===== src/rtl/core_demux_tracker_if.sv =====
// rtl/core_demux_tracker_if.sv - demux-bus signal bundle between core, tracker and the two target ports
interface core_demux_tracker_if;
   // core request channel
   logic              s_barrier_i;
   logic              s_exec_cancel_i;
   logic              s_exec_stall_i;
   logic              s_req_i;
   logic [31:0]       s_add_i;
   logic              s_we_i;
   logic [5:0]        s_atop_i;
   logic [31:0]       s_wdata_i;
   logic [3:0]        s_be_i;
   logic              s_gnt_o;
   logic              s_busy_o;
   // core response channel
   logic              s_r_gnt_i;
   logic              s_r_valid_o;
   logic [31:0]       s_r_rdata_o;
   // target side: port 0 = TCDM, port 1 = peripherals
   logic [1:0]        m_req_o;
   logic [31:0]       m_add_o;
   logic              m_we_o;
   logic [5:0]        m_atop_o;
   logic [31:0]       m_wdata_o;
   logic [3:0]        m_be_o;
   logic [1:0]        m_gnt_i;
   logic [1:0]        m_r_valid_i;
   logic [1:0][31:0]  m_r_rdata_i;
   logic [1:0]        m_r_ready_o;

   // view taken by the tracker itself
   modport slave (
      input  s_barrier_i, s_exec_cancel_i, s_exec_stall_i, s_req_i, s_add_i, s_we_i,
             s_atop_i, s_wdata_i, s_be_i, s_r_gnt_i, m_gnt_i, m_r_valid_i, m_r_rdata_i,
      output s_gnt_o, s_busy_o, s_r_valid_o, s_r_rdata_o, m_req_o, m_add_o, m_we_o,
             m_atop_o, m_wdata_o, m_be_o, m_r_ready_o
   );

   // view taken by the surrounding core and targets
   modport master (
      output s_barrier_i, s_exec_cancel_i, s_exec_stall_i, s_req_i, s_add_i, s_we_i,
             s_atop_i, s_wdata_i, s_be_i, s_r_gnt_i, m_gnt_i, m_r_valid_i, m_r_rdata_i,
      input  s_gnt_o, s_busy_o, s_r_valid_o, s_r_rdata_o, m_req_o, m_add_o, m_we_o,
             m_atop_o, m_wdata_o, m_be_o, m_r_ready_o
   );
endinterface


===== src/rtl/core_demux_tracker.sv =====
// rtl/core_demux_tracker.sv - two-way address demux with in-order outstanding-response tracking
module core_demux_tracker #(
   parameter int unsigned MAX_OUTSTANDING = 4,
   parameter logic [31:0] PERIPH_BASE     = 32'h1A10_0000,
   parameter logic [31:0] PERIPH_MASK     = 32'hFFF0_0000
) (
   input  logic                 clk_i,
   input  logic                 rst_i,
   core_demux_tracker_if.slave  bus
);

   localparam int unsigned       PTR_W   = (MAX_OUTSTANDING > 1) ? $clog2(MAX_OUTSTANDING) : 1;
   localparam int unsigned       CNT_W   = PTR_W + 1;
   localparam logic [CNT_W-1:0]  CNT_MAX = CNT_W'(MAX_OUTSTANDING);

   // route FIFO: one bit per in-flight transaction naming the port it went to
   logic [MAX_OUTSTANDING-1:0]   route_q;
   logic [PTR_W-1:0]             wr_ptr_q;
   logic [PTR_W-1:0]             rd_ptr_q;
   logic [CNT_W-1:0]             cnt_q;

   logic                         full;
   logic                         empty;
   logic                         sel;
   logic                         head;
   logic                         issue_ok;
   logic                         push;
   logic                         pop;

   logic                         gnt;
   logic [1:0]                   m_req;
   logic                         r_valid;
   logic [31:0]                  r_rdata;
   logic [1:0]                   m_r_ready;

   // flags, address decode and issue qualification; full/empty come from registered state only
   always_comb begin
      full     = (cnt_q == CNT_MAX);
      empty    = (cnt_q == '0);
      sel      = ((bus.s_add_i & PERIPH_MASK) == PERIPH_BASE);
      head     = route_q[rd_ptr_q];
      issue_ok = ~rst_i & bus.s_req_i & ~bus.s_exec_stall_i & ~bus.s_exec_cancel_i
                 & ~full & (~bus.s_barrier_i | empty);
   end

   // forward the request to the decoded port only; grant is a zero-cycle pass-through
   always_comb begin
      m_req      = '0;
      m_req[sel] = issue_ok;
      gnt        = issue_ok & bus.m_gnt_i[sel];
   end

   // responses are taken from the port at the FIFO head only; the other port is stalled
   always_comb begin
      r_valid   = 1'b0;
      r_rdata   = '0;
      m_r_ready = '0;
      if (~rst_i & ~empty) begin
         r_valid         = bus.m_r_valid_i[head];
         r_rdata         = bus.m_r_rdata_i[head];
         m_r_ready[head] = bus.s_r_gnt_i;
      end
   end

   assign push = gnt;
   assign pop  = r_valid & bus.s_r_gnt_i;

   assign bus.s_gnt_o     = gnt;
   assign bus.s_busy_o    = ~rst_i & ~empty;
   assign bus.s_r_valid_o = r_valid;
   assign bus.s_r_rdata_o = r_rdata;
   assign bus.m_req_o     = m_req;
   assign bus.m_r_ready_o = m_r_ready;

   // request payload is broadcast; only m_req_o qualifies which port takes it
   assign bus.m_add_o   = bus.s_add_i;
   assign bus.m_we_o    = bus.s_we_i;
   assign bus.m_atop_o  = bus.s_atop_i;
   assign bus.m_wdata_o = bus.s_wdata_i;
   assign bus.m_be_o    = bus.s_be_i;

   // route FIFO pointers and occupancy; reset discards every in-flight entry
   always_ff @(posedge clk_i) begin
      if (rst_i) begin
         route_q  <= '0;
         wr_ptr_q <= '0;
         rd_ptr_q <= '0;
         cnt_q    <= '0;
      end else begin
         if (push) begin
            route_q[wr_ptr_q] <= sel;
            wr_ptr_q          <= wr_ptr_q + PTR_W'(1);
         end
         if (pop) begin
            rd_ptr_q <= rd_ptr_q + PTR_W'(1);
         end
         case ({push, pop})
            2'b10:   cnt_q <= cnt_q + CNT_W'(1);
            2'b01:   cnt_q <= cnt_q - CNT_W'(1);
            default: cnt_q <= cnt_q;
         endcase
      end
   end

endmodule


===== src/flat_wrapper.sv =====
// flat-port wrapper written by rule: the top's interface ports become plain ports
module core_demux_tracker_flat 
#(
   parameter int unsigned MAX_OUTSTANDING = 4,
   parameter logic [31:0] PERIPH_BASE     = 32'h1A10_0000,
   parameter logic [31:0] PERIPH_MASK     = 32'hFFF0_0000
)
  (clk_i, rst_i, bus_s_barrier_i, bus_s_exec_cancel_i, bus_s_exec_stall_i, bus_s_req_i, bus_s_add_i, bus_s_we_i, bus_s_atop_i, bus_s_wdata_i, bus_s_be_i, bus_s_r_gnt_i, bus_m_gnt_i, bus_m_r_valid_i, bus_m_r_rdata_i, bus_s_gnt_o, bus_s_busy_o, bus_s_r_valid_o, bus_s_r_rdata_o, bus_m_req_o, bus_m_add_o, bus_m_we_o, bus_m_atop_o, bus_m_wdata_o, bus_m_be_o, bus_m_r_ready_o);
  core_demux_tracker_if bus_i ();
  input  logic clk_i;
  input  logic rst_i;
  input wire logic [$bits(bus_i.s_barrier_i)-1:0] bus_s_barrier_i;
  input wire logic [$bits(bus_i.s_exec_cancel_i)-1:0] bus_s_exec_cancel_i;
  input wire logic [$bits(bus_i.s_exec_stall_i)-1:0] bus_s_exec_stall_i;
  input wire logic [$bits(bus_i.s_req_i)-1:0] bus_s_req_i;
  input wire logic [$bits(bus_i.s_add_i)-1:0] bus_s_add_i;
  input wire logic [$bits(bus_i.s_we_i)-1:0] bus_s_we_i;
  input wire logic [$bits(bus_i.s_atop_i)-1:0] bus_s_atop_i;
  input wire logic [$bits(bus_i.s_wdata_i)-1:0] bus_s_wdata_i;
  input wire logic [$bits(bus_i.s_be_i)-1:0] bus_s_be_i;
  input wire logic [$bits(bus_i.s_r_gnt_i)-1:0] bus_s_r_gnt_i;
  input wire logic [$bits(bus_i.m_gnt_i)-1:0] bus_m_gnt_i;
  input wire logic [$bits(bus_i.m_r_valid_i)-1:0] bus_m_r_valid_i;
  input wire logic [$bits(bus_i.m_r_rdata_i)-1:0] bus_m_r_rdata_i;
  output wire logic [$bits(bus_i.s_gnt_o)-1:0] bus_s_gnt_o;
  output wire logic [$bits(bus_i.s_busy_o)-1:0] bus_s_busy_o;
  output wire logic [$bits(bus_i.s_r_valid_o)-1:0] bus_s_r_valid_o;
  output wire logic [$bits(bus_i.s_r_rdata_o)-1:0] bus_s_r_rdata_o;
  output wire logic [$bits(bus_i.m_req_o)-1:0] bus_m_req_o;
  output wire logic [$bits(bus_i.m_add_o)-1:0] bus_m_add_o;
  output wire logic [$bits(bus_i.m_we_o)-1:0] bus_m_we_o;
  output wire logic [$bits(bus_i.m_atop_o)-1:0] bus_m_atop_o;
  output wire logic [$bits(bus_i.m_wdata_o)-1:0] bus_m_wdata_o;
  output wire logic [$bits(bus_i.m_be_o)-1:0] bus_m_be_o;
  output wire logic [$bits(bus_i.m_r_ready_o)-1:0] bus_m_r_ready_o;
  assign bus_i.s_barrier_i = bus_s_barrier_i;
  assign bus_i.s_exec_cancel_i = bus_s_exec_cancel_i;
  assign bus_i.s_exec_stall_i = bus_s_exec_stall_i;
  assign bus_i.s_req_i = bus_s_req_i;
  assign bus_i.s_add_i = bus_s_add_i;
  assign bus_i.s_we_i = bus_s_we_i;
  assign bus_i.s_atop_i = bus_s_atop_i;
  assign bus_i.s_wdata_i = bus_s_wdata_i;
  assign bus_i.s_be_i = bus_s_be_i;
  assign bus_i.s_r_gnt_i = bus_s_r_gnt_i;
  assign bus_i.m_gnt_i = bus_m_gnt_i;
  assign bus_i.m_r_valid_i = bus_m_r_valid_i;
  assign bus_i.m_r_rdata_i = bus_m_r_rdata_i;
  assign bus_s_gnt_o = bus_i.s_gnt_o;
  assign bus_s_busy_o = bus_i.s_busy_o;
  assign bus_s_r_valid_o = bus_i.s_r_valid_o;
  assign bus_s_r_rdata_o = bus_i.s_r_rdata_o;
  assign bus_m_req_o = bus_i.m_req_o;
  assign bus_m_add_o = bus_i.m_add_o;
  assign bus_m_we_o = bus_i.m_we_o;
  assign bus_m_atop_o = bus_i.m_atop_o;
  assign bus_m_wdata_o = bus_i.m_wdata_o;
  assign bus_m_be_o = bus_i.m_be_o;
  assign bus_m_r_ready_o = bus_i.m_r_ready_o;
  core_demux_tracker #(.MAX_OUTSTANDING(MAX_OUTSTANDING), .PERIPH_BASE(PERIPH_BASE), .PERIPH_MASK(PERIPH_MASK)) u_core (.clk_i(clk_i), .rst_i(rst_i), .bus(bus_i));
endmodule

===== config.mk =====
export PLATFORM = sky130hd
export DESIGN_NAME = core_demux_tracker_flat
export DESIGN_NICKNAME = d
export VERILOG_FILES = /design/src/rtl/core_demux_tracker_if.sv /design/src/rtl/core_demux_tracker.sv /design/src/flat_wrapper.sv
export SDC_FILE = /design/constraint.sdc
export NUM_CORES = 1
export LEC_CHECK = 0
export CAP_MARGIN = 20
export CORE_AREA = 2 2 102 104
export DETAILED_ROUTE_END_ITERATION = 12
export DIE_AREA = 0 0 104 106
export SYNTH_ARGS = -nofsm -noshare
export SYNTH_HDL_FRONTEND = slang
export SYNTH_SLANG_ARGS = --single-unit

===== constraint.sdc =====
create_clock -name clk_i -period 7.4 [get_ports clk_i]
set_clock_uncertainty 0.2 [all_clocks]
set_input_delay 1.85 -clock clk_i [delete_from_list [all_inputs] [get_ports clk_i]]
set_output_delay 1.85 -clock clk_i [all_outputs]
set_load 0.05 [all_outputs]

==> metrics.md, run 1 <==
| Metric | Value |
|---|---|
| Relative slew slack | `29.4%` |
| Hold endpoint | `u_core.cnt_q[2]` |
| Synth Cell Area | `0.00176 mm2` |
| Overall Global Routing Usage | `10.1%` |
| Routed Antenna Nets | `0` |
| Reg2reg setup slack | `4.01 ns` |
| I/O Buffers | `137` |
| CTS tree | `yes` |
| Worst-margin pin slew | `1.06 ns` |
| Pwr dens | `78.1 mW/mm2` |
| H-tree depth | `1` |
| Drt wl/cell | `14.1 um` |
| Post-DP HPWL | `5070 um` |
| Placed Cells | `414` |
| NumNets Final | `439` |
| Hold buffers post-CTS | `0` |
| Layout Cells excl Fill | `418` |
| Worst hold stages | `2` |
| Ys Warns | `0` |
| Outcome | `completed` |
| I/O pins | `264` |
| Fin. Hold Viols | `0` |
| Reg clk slew, reported paths | `0.05 ns` |
| Via count | `1626` |
| Fmax | `152 MHz` |
| CP Launch Type | `input pin` |
| Min-Delay Path Class | `register to register` |
| Clock Latency Late Sink | `0.24 ns` |
| Clock tree buffer depth | `2` |
| Die height | `106 um` |
| Vias per cell | `3.89` |
| Die ar. | `0.0110 mm2` |
| Sequential area share after synthesis | `12.5%` |
| Clock sink total | `11` |
| Leakage | `0.913 nW` |
| Commonest register cell after synthesis | `dfxtp_1` |
| Async set-or-reset flop fraction in the synthesized netlist | `0%` |
| Post-CTS Setup Bufs | `0` |
| # rows | `37` |
| Clock network fraction of total power | `28.5%` |
| Critical setup path kind | `input pin to primary output` |
| Die Width | `104 um` |
| Area grow syn2layout | `55.9%` |
| Synth unique cells | `31` |
| Grt total ovfl | `0` |
| Switching part of the total | `29.0%` |
| Sequential Power Share | `28.1%` |
| Hold Crit Start | `u_core.cnt_q[2]` |
| First-pass GRT wire length | `8890 um` |
| RR Endpoint | `u_core.cnt_q[2]` |
| Crit end category | `primary output` |
| Reg-to-Reg Start | `u_core.rd_ptr_q[1]` |
| Vias in the first global route | `1638` |
| EDFF count, synth | `0` |
| Final Max Slew Viols | `0` |
| Largest net degree at the start of global routing | `36` |
| # diodes | `0` |
| Starting Density | `17.6%` |
| DRT iter0 DRCs | `77` |
| Clock root buffer | `clkbuf_8` |
| Layout cell share with drive strength beyond 1 | `4.26%` |
| Tmin final | `6.57 ns` |
| Worst path required time | `5.35 ns` |
| RSZ-0062 raised after global routing | `no` |
| Setup violation total in the final timing report | `0` |
| Worst-path maximum fanout | `11` |
| Crit path DAT | `4.52 ns` |
| Combinational power share | `43.3%` |
| Max_cap viols | `0` |
| Crit share post-route | `88.8%` |
| Power Total | `0.214 mW` |
| Seq cells post-synth | `11` |
| RePlAce Congestion | `0.761` |
| PostCTS Resize Cnt | `0` |
| Drt first pass iters | `6` |
| Pint | `0.152 mW` |
| WL final | `5910 um` |
| DR DRC count | `0` |
| Cells after Synth | `225` |
| Cts bufs inserted | `3` |
| Sw Pwr | `0.0621 mW` |
| Worst vdd ir | `29.7 uV` |
| Fin Setup TNS | `0 ns` |
| Syn_nets | `381` |
| R2r worst-path depth | `9` |
| Syn Area/Cell | `7.83 um2` |
| Initial antenna violation count | `0` |
| Core Region | `0.0100 mm2` |
[critical path, cell delays in order]
cell and delay, ns:
clkdlybuf4s50_1 0.61, or4b_4 0.66, a211oi_4 0.32, mux2i_2 0.19, inv_1 0.08, clkdlybuf4s50_1 0.80
[cell usage after synthesis, types with 2 or more instances]
library cell | count | area [um2]
nor4bb_1 | 2 | 20.0
o21ai_0 | 2 | 10.0
a211oi_1 | 4 | 30.0
mux2i_1 | 33 | 330
a31oi_1 | 4 | 25.0
nor2b_1 | 3 | 18.8
ha_1 | 5 | 62.6
nor2_1 | 39 | 146
or3_1 | 3 | 18.8
dfxtp_1 | 11 | 220
a21oi_1 | 4 | 20.0
inv_1 | 11 | 41.3
buf_4 | 76 | 571
mux2i_2 | 2 | 27.5
nand2_1 | 2 | 7.51
xor2_1 | 2 | 17.5
clkbuf_1 | 5 | 18.8
buf_2 | 4 | 20.0
[registers in the layout (all words and copies together) (netlist names)]
signal / cells
u_core.cnt_q: 3
u_core.rd_ptr_q: 2
u_core.route_q: 4
u_core.wr_ptr_q: 2
[how the worst max path moves through the flow]
stage,start,endpoint
2_1_floorplan,rst_i,bus_m_req_o[0]
3_3_place_gp,rst_i,bus_s_gnt_o
3_5_place_dp,rst_i,bus_s_gnt_o
4_1_cts,rst_i,bus_s_gnt_o
5_1_grt,rst_i,bus_s_gnt_o
6_report,rst_i,bus_s_gnt_o
[cell usage in the layout (no fill, tap or decap)]
cell               n
clkdlybuf4s50_1  137
inv_1             11
a31oi_1            4
mux2i_2            2
clkbuf_1           1
a21oi_1            4
nor2_1            39
and2_1             1
clkbuf_8           3
or3_1              3
nand3_1            1
nor4_1             1
mux2i_1           33
xor2_1             2
and3_1             1
o21bai_2           1
o41ai_1            1
buf_4              1
mux2_4             1
a211oi_2           1
o21ai_0            2
o311ai_1           1
fa_1               1
nor2b_1            3
or4b_4             1
a211oi_1           4
nor4bb_1           2
ha_1               5
nand2_1            2
dfxtp_1           11
a211oi_4           1
mux4_2             1
[per-stage QoR]
step | worst slack [ns] | area [um2] | hold WS [ns] | util [%]
6_report | 0.830 | 2750 | 0.289 | 27.5
3_3_place_gp | 0.879 | 2700 | 0.276 | 27.0
4_1_cts | 0.816 | 2750 | 0.296 | 27.5
3_5_place_dp | 0.816 | 2700 | 0.284 | 27.0
2_1_floorplan | 2.07 | 1760 | 0.254 | -
5_1_grt | 0.725 | 2750 | 0.319 | 27.5
[area by class of cell]
cell class	count	area [um2]
Tap cell	136	170
Fill cell	1127	7250
Inverter	11	41.3
Multi-Input combinational cell	118	891
Clock buffer	4	45.0
Timing Repair Buffer	138	1380
Sequential cell	11	220
[logic make-up (layout without fill, tap and decap cells)]
kind of cell             after synthesis  in the layout  share of synthesized area, %
AND/OR/NAND/NOR                       54             54                          14.1
adder cells (fa/ha/maj)                6              6                          4.69
buffers and inverters                 96            153                          36.9
AO/OA/AOI/OAI                         19             19                          8.31
multiplexers                          37             37                          22.4
flip-flops                            11             11                          12.5
XOR/XNOR                               2              2                         0.994
[per-layer routing]
metal | track usage (%) | vias to the layer above | routed length [um]
met4 | 3.47 | 0 | 125
met2 | 18.9 | 89 | 3100
met5 | 0 | - | 0
li1 | - | 782 | -
met3 | 4.84 | 16 | 666
met1 | 9.68 | 739 | 2020
[power by group through the flow]
stage	clock network (mW)	registers [mW]	logic, mW
final	0.0612	0.0603	0.0930
after global routing	0.0659	0.0603	0.0983
after CTS	0.0633	0.0603	0.0941
after detailed placement	0	0.0615	0.0936
after global placement	0	0.0615	0.0929
after floorplan	0	0.0614	0.130
(Power assumes the default switching activity.)
==> run 2, diff against run 1 <==
--- a/config.mk
+++ b/config.mk
@@ -6,9 +6,12 @@
 export NUM_CORES = 1
 export LEC_CHECK = 0
 export CAP_MARGIN = 20
-export CORE_AREA = 2 2 102 104
+export CELL_PAD_IN_SITES_DETAIL_PLACEMENT = 0
+export CELL_PAD_IN_SITES_GLOBAL_PLACEMENT = 1
+export CORE_UTILIZATION = 15
 export DETAILED_ROUTE_END_ITERATION = 12
-export DIE_AREA = 0 0 104 106
+export PLACE_DENSITY_LB_ADDON = 0.1
+export REMOVE_ABC_BUFFERS = 1
 export SYNTH_ARGS = -nofsm -noshare
 export SYNTH_HDL_FRONTEND = slang
 export SYNTH_SLANG_ARGS = --single-unit
==> run 2 against run 1 <==
  * Core utilization fell by 2.9 points
  * Wire length grew 77%
  * Via count is 4.9% higher
  * Clock-buffer cell count stayed put
  * Global-route usage increased by 5.9 points
  * Non-clock buffer count grew 2
  * Sequential power about the same
  * Highest routed layer is now met5
==> metrics.md, run 2 (synthesis results as in run 1) <==
| Metric | Value |
|---|---|
| Worst-margin pin slew | `0.609 ns` |
| Overall Global Routing Usage | `16.0%` |
| Starting Density | `15.4%` |
| Routed Antenna Nets | `0` |
| Drt wl/cell | `24.4 um` |
| R2r worst-path depth | `10` |
| Initial antenna violation count | `0` |
| Crit end category | `primary output` |
| Tmin final | `6.47 ns` |
| Fin util | `24.6%` |
| H-tree depth | `1` |
| Clock Latency Late Sink | `0.24 ns` |
| Reg2reg setup slack | `4.24 ns` |
| Vias per cell | `3.99` |
| Pre-CTS setup slack | `0.929 ns` |
| Sw Pwr | `0.0650 mW` |
| Worst Setup EP | `bus_s_gnt_o` |
| Die Width | `110 um` |
| I/O pins | `264` |
| # diodes | `0` |
| Fin Setup TNS | `0 ns` |
| Max_cap viols | `0` |
| DRT iter0 DRCs | `57` |
| Final Max Slew Viols | `0` |
| Cts bufs inserted | `3` |
| DR DRC count | `0` |
| Commonest non-fill, non-tap cell in the layout | `clkdlybuf4s50_1` |
| Pint | `0.187 mW` |
| Largest net degree at the start of global routing | `36` |
| Largest register by flop count | `u_core.route_q` |
| CTS tree | `yes` |
| Clock tree buffer depth | `2` |
| Relative slew slack | `59.4%` |
| Crit path DAT | `4.42 ns` |
| Pwr dens | `90.0 mW/mm2` |
| Min-Delay Path Class | `register to register` |
| Largest registers | `u_core.route_q: 4 flops, u_core.cnt_q: 3 flops` |
| WL final | `10400 um` |
| Critical setup path kind | `input pin to primary output` |
| Fmax | `155 MHz` |
| Grt total ovfl | `0` |
| Most frequent cells in the layout | `clkdlybuf4s50_1, nor2_1, mux2i_1, inv_1, dfxtp_1` |
| Clock root buffer | `clkbuf_16` |
| Die ar. | `0.0122 mm2` |
| Leakage | `0.939 nW` |
| PostCTS Resize Cnt | `0` |
| Layout Cells excl Fill | `427` |
| Setup violation total in the final timing report | `0` |
| Switching part of the total | `25.8%` |
| Layout cell share with drive strength beyond 1 | `4.93%` |
| RePlAce Congestion | `0.897` |
| Fin. Hold Viols | `0` |
| Combinational power share | `36.4%` |
| I/O Buffers | `137` |
| Slowest cell on the critical path | `clkdlybuf4s50_1` |
| Sequential Power Share | `24.0%` |
| CP peak stage delay | `0.79 ns` |
| Critical-path cell list | `clkdlybuf4s50_1 -> buf_4 -> or4b_4 -> a211oi_4 -> mux2i_2 -> inv_1 -> clkdlybuf4s50_1` |
| Worst vdd ir | `124 uV` |
| Power Total | `0.252 mW` |
| Placed Cells | `423` |
| Max reg flops | `4` |
| Post-DP HPWL | `9020 um` |
| Crit share post-route | `87.4%` |
| Reg-to-Reg Start | `u_core.rd_ptr_q[1]` |
| Die height | `110 um` |
| Worst-path maximum fanout | `11` |
| # rows | `39` |
| First-pass GRT wire length | `13100 um` |
| Drt first pass iters | `4` |
| Outcome | `completed` |
| Clock network fraction of total power | `39.6%` |
| CP startpoint | `rst_i` |
| Worst Setup Slack, final | `0.933 ns` |
| Clock sink total | `11` |
| Post-CTS Setup Bufs | `0` |
| Core Region | `0.0114 mm2` |
| NumNets Final | `441` |
| RSZ-0062 raised after global routing | `no` |
| Via count | `1705` |
| RR Endpoint | `u_core.cnt_q[2]` |
| Hold buffers post-CTS | `0` |
| Vias in the first global route | `1670` |
| Reg clk slew, reported paths | `0.04 ns` |
| CP Launch Type | `input pin` |
| Area grow syn2layout | `59.2%` |
| Worst path required time | `5.35 ns` |
| Crit-path most repeated cell | `clkdlybuf4s50_1` |
## run 2: worst min-delay path by stage
| stage | startpoint | slack, ns | cells after the start | end |
|---|---|---|---|---|
| finish | u_core.cnt_q[2] | 0.29 | 2 | u_core.cnt_q[2] |
| global route | u_core.wr_ptr_q[0] | 0.34 | 1 | u_core.wr_ptr_q[0] |
| CTS | u_core.cnt_q[2] | 0.29 | 2 | u_core.cnt_q[2] |
| detailed placement | u_core.cnt_q[2] | 0.28 | 2 | u_core.cnt_q[2] |
| global placement | u_core.cnt_q[2] | 0.28 | 2 | u_core.cnt_q[2] |
| floorplan | u_core.cnt_q[2] | 0.25 | 2 | u_core.cnt_q[2] |
## run 2: per-stage QoR
stage          hold WS, ns  instance area [um2]
2_1_floorplan        0.248                 1150
3_3_place_gp         0.282                 2730
3_5_place_dp         0.282                 2730
4_1_cts              0.290                 2800
5_1_grt              0.342                 2800
6_report             0.291                 2800
## run 2: layer usage
| layer | vias up | global-route usage [%] | share of wire (%) |
|---|---|---|---|
| met1 | 715 | 11.6 | 25 |
| met2 | 194 | 23.4 | 43 |
| li1 | 786 | - | - |
| met3 | 6 | 23.3 | 31 |
| met4 | 4 | 1.32 | 0.28 |
| met5 | - | 9.82 | 1.3 |
## run 2: critical path, delay by kind of cell
kind | cells | cell delay, ns
buffers and inverters | 4 | 1.45
AO/OA/AOI/OAI | 1 | 0.35
multiplexers | 1 | 0.19
AND/OR/NAND/NOR | 1 | 0.58
## run 2: layout make-up
cell class                 count  area [um2]
timing repair buffer         140        1390
clock buffer                   4        78.8
sequential                    11         220
fill                        1260        8610
inverter                      11        41.3
multi-input combinational    118         891
tap                          143         179
## run 2: power by group through the flow
stage	clock [mW]	sequential [mW]	combinational, mW
finish	0.0998	0.0605	0.0919
global route	0.105	0.0605	0.0974
CTS	0.102	0.0605	0.0925
detailed placement	0	0.0615	0.0922
global placement	0	0.0615	0.0922
floorplan	0	0.0614	0.0196
